File: config.mk
export PLATFORM = sky130hd
export DESIGN_NAME = operand_stage
export DESIGN_NICKNAME = d
export VERILOG_FILES = /design/src/rtl/operand_stage.sv
export SDC_FILE = /design/constraint.sdc
export NUM_CORES = 2
export LEC_CHECK = 0
export CAP_MARGIN = 20
export CORE_ASPECT_RATIO = 0.8
export CORE_MARGIN = 5
export CORE_UTILIZATION = 63
export CTS_CLUSTER_SIZE = 28
export DETAILED_ROUTE_END_ITERATION = 10
export GPL_TIMING_DRIVEN = 0
export PLACE_DENSITY = 0.88
export SYNTH_ARGS = -nofsm -noshare
export SYNTH_HDL_FRONTEND = slang
export SYNTH_SLANG_ARGS = --single-unit
File: constraint.sdc
create_clock -name clk -period 52.6 [get_ports clk]
set_clock_uncertainty 0.1 [all_clocks]
set_input_delay 10.52 -clock clk [delete_from_list [all_inputs] [get_ports clk]]
set_output_delay 10.52 -clock clk [all_outputs]
set_load 0.005 [all_outputs]
File: src/rtl/operand_stage.sv
// rtl/operand_stage.sv - register file read and operand register feeding the ALU.
// Optional same-cycle writeback bypass enabled by OPSTAGE_WB_BYPASS_EN.
module operand_stage (
  input  logic        clk,
  input  logic        rst,
  input  logic        in_valid,
  output logic        in_ready,
  input  logic [4:0]  rs,
  input  logic [4:0]  rt,
  input  logic [4:0]  shamt,
  input  logic [15:0] imm,
  input  logic        use_imm,
  input  logic        use_shamt,
  input  logic [3:0]  alusel_in,
  input  logic        wb_en,
  input  logic [4:0]  wb_addr,
  input  logic [31:0] wb_data,
  output logic        out_valid,
  input  logic        out_ready,
  output logic [31:0] opA,
  output logic [31:0] opB,
  output logic [3:0]  alusel
);

  logic [31:0] regFile [32];
  logic        wbWrite;
  logic        capture;
  logic [31:0] rsVal;
  logic [31:0] rtVal;
  logic [31:0] nextA;
  logic [31:0] nextB;

  assign wbWrite  = wb_en && (wb_addr != 5'd0);
  assign in_ready = ~out_valid | out_ready;
  assign capture  = in_valid & in_ready;

  always_comb begin
    rsVal = (rs == 5'd0) ? 32'd0 : regFile[rs];
    rtVal = (rt == 5'd0) ? 32'd0 : regFile[rt];
`ifdef OPSTAGE_WB_BYPASS_EN
    // wbWrite already excludes register 0, so R0 is never forwarded
    if (wbWrite && (wb_addr == rs)) rsVal = wb_data;
    if (wbWrite && (wb_addr == rt)) rtVal = wb_data;
`else
`endif
    nextA = use_shamt ? {27'd0, shamt} : rsVal;
    nextB = use_imm ? {{16{imm[15]}}, imm} : rtVal;
  end

  always_ff @(posedge clk or posedge rst) begin
    if (rst) begin
      for (int i = 0; i < 32; i++) regFile[i] <= 32'd0;
    end else if (wbWrite) begin
      regFile[wb_addr] <= wb_data;
    end
  end

  // Consume without capture only drops valid; operand values are left as they were
  always_ff @(posedge clk or posedge rst) begin
    if (rst) begin
      out_valid <= 1'b0;
      opA       <= 32'd0;
      opB       <= 32'd0;
      alusel    <= 4'd0;
    end else if (capture) begin
      out_valid <= 1'b1;
      opA       <= nextA;
      opB       <= nextB;
      alusel    <= alusel_in;
    end else if (out_ready) begin
      out_valid <= 1'b0;
    end
  end

endmodule

==> metrics.cfg <==
[timing]
slew_violations=0
min_period_ps=22520
finalSetupTns_ps=0
post-route-period-util=0.428
hold_viol_final=0
relSlewSlack=0.0171
setup_viol=0
fmaxAchievable_mhz=44.4
worst_slew_pin_slew_ps=1470
rsz0062_at_grt=false

[finish]
fillers=5637
drive_gt1_frac=0.417
nets=4291
area_delta_synth_final_pct=12.7

[run_status]
violations=DRC
outcome=complete, but fails checks

[die]
die_x_um=346
fp.coreArea_um2=89400
pin_count=149
dieArea_um2=96300
initial_core_util=0.636
rows=98
die_h_um=279

[synth]
ys.flop_type=dfrtp_1
yosys-top-cells-area=dfrtp_1 48%, mux2_2 21%, mux4_2 15%
yosys_warnings=0
syn-cell-area_um2=56800
seq_area_frac_synth=0.481
syn_inst=3926
yosysMostFrequentCell=dfrtp_1
async_reset_ff_frac=1.00
synthDistinctLibCells=51
synth_area_per_cell_um2=14.5
yosysTopAreaCellShare=0.481
yosys-top-cells-count=1093 x dfrtp_1, 1053 x mux2_2, 388 x mux4_2
synth_nets=4005
yosys.area.top_type=dfrtp_1
synth_edf_count=0
synth-seq-cells=1093

[critical_path]
r2r_cells=7
cp_num_buf_inv=3
cp_slowest_cell=clkdlybuf4s50_1
worstSetupStartpointType=primary input
cp.depth=4
crit_family=buffers and inverters
worstPathRequired_ps=41980
rrSetupSlack_ps=48640
rr_startpoint=out_valid
worstSetupStartpoint=out_ready
arrival_ps=11900
cp_common_cell=clkdlybuf4s50_1
worstSetupPathType=primary input to output pin
worstReg2RegEnd=opB[31]
worstSetupEndpointType=output pin
path_max_fanout=10
worst_path_largest_cell_delay_ps=550
crit_end=in_ready
cp_cell_sequence=clkdlybuf4s50_1 -> nand2b_1 -> buf_2 -> clkdlybuf4s50_1

[cts]
cts-root-buf=clkbuf_16
cts_buffers=106
htreeDepth=3
cts_tree=built
ctsHoldBuffers=0
clkLatencyLatePin_ps=740
cts_sinks=1093
cts_setup_buffers=0
cts_resized=0
path_clk_slew_ps=60
cts.path.max_buffers=3

[detailed_routing]
ant_nets=0
num_vias=43800
routed_wl_um=229000
drt-initial-drc-count=8840
wl_per_cell_um=41.5
drcViolationCount=8
vias_per_cell=7.96
first_pass_iters=11

[grt]
antenna_found_initial=19
grt_first_pass_wirelength_um=317000
gr-total-overflow=0
first_global_vias=42800
grt_max_degree=134
grt_use_total=0.465

[placement]
globalplace.congestion=1.08
dpl.hpwl_um=161000
io_buffers=143

[flow_run]
maxCapViolCount=0

[power]
finalPower_mw=2.50
power_leakage_nw=27.7
p_per_area_nw_per_um2=39.0
ir_worst_vdd_mv=0.0297

[min_path]
hold_path_startpoint=alusel[1]
hp-class=register to register

==> final cells by class <==
type	instances	area, um2	share of cell area
Antenna cell	15	37.5	0.000586
Tap cell	1200	1500	0.0235
Multi-Input combinational cell	2392	27500	0.430
Clock inverter	32	434	0.00678
Clock buffer	157	3160	0.0494
Sequential cell	1093	27400	0.427
Buffer	439	1930	0.0302
Inverter	2	15.0	0.000235
Timing Repair Buffer	178	2050	0.0321
==> power by group <==
group / switching (mW) / internal [mW]
Clock: 0.349 / 0.463
Combinational: 0.264 / 0.288
Sequential: 0.137 / 0.998
==> how the worst min path moves through the flow <==
stage	cells past startpoint	endpoint	slack (ps)
final	2	alusel[1]	370
after global routing	1	regFile[992]	390
after CTS	2	alusel[1]	380
after detailed placement	1	regFile[1003]	360
after global placement	1	regFile[1000]	360
after floorplan	1	regFile[1003]	340
==> state kept, by name, summed over array words and instances (netlist names) <==
signal	cells
alusel	4
opA	32
opB	32
out_valid	1
regFile	1024
==> through the flow <==
stage	cell area [um2]	util	setup WS (ps)	instances	hold WS (ps)
2_1_floorplan	56800	-	11210	3926	338
3_3_place_gp	59800	0.668	-879	5269	359
3_5_place_dp	60300	0.674	30110	5296	363
4_1_cts	63900	0.714	30100	5485	378
5_1_grt	64000	0.716	30070	5497	395
6_report	64000	0.716	30080	5508	373
==> cells by family after synthesis <==
logic type             after synthesis  synth area share
flip-flops                        1093             0.481
multiplexers                      1676             0.404
AND/OR/NAND/NOR                    280            0.0236
buffers and inverters              441            0.0341
AO/OA/AOI/OAI                      436            0.0571
==> cell usage in the layout, fill, tap and decap left out, drive strengths merged, types with 17 or more instances in the layout <==
| cell type | Yosys | final |
|---|---|---|
| a32o | 27 | 27 |
| nand2b | 26 | 26 |
| o221ai | 25 | 25 |
| clkbuf | 238 | 395 |
| mux2i | 235 | 235 |
| a21oi | 50 | 50 |
| mux4 | 388 | 388 |
| nand3 | 28 | 28 |
| a221oi | 23 | 23 |
| nand2 | 115 | 115 |
| mux2 | 1053 | 1053 |
| a22oi | 84 | 84 |
| o22ai | 54 | 54 |
| nor2 | 36 | 36 |
| buf | 201 | 236 |
| nor3 | 21 | 21 |
| clkinv | 0 | 17 |
| a211oi | 64 | 64 |
| clkdlybuf4s50 | 0 | 143 |
| o21ai | 23 | 23 |
| dfrtp | 1093 | 1093 |
| nor2b | 22 | 22 |
==> tightest hold or removal path, stage by stage (launching register included) <==
cell,delay [ps]
dfrtp_1,340
nand2_1,50
nand2_1,50
==> per-layer routing <==
layer / part of all wire / routed length, um / track usage / vias up
met4: 0.080 / 18200 / 0.267 / 34
met2: 0.38 / 86200 / 0.585 / 4630
met1: 0.33 / 76200 / 0.571 / 22200
li1: - / - / - / 15700
met3: 0.20 / 46800 / 0.335 / 1270
met5: 0.0055 / 1260 / 0.0777 / -
Power figures use the tool's default switching activity.
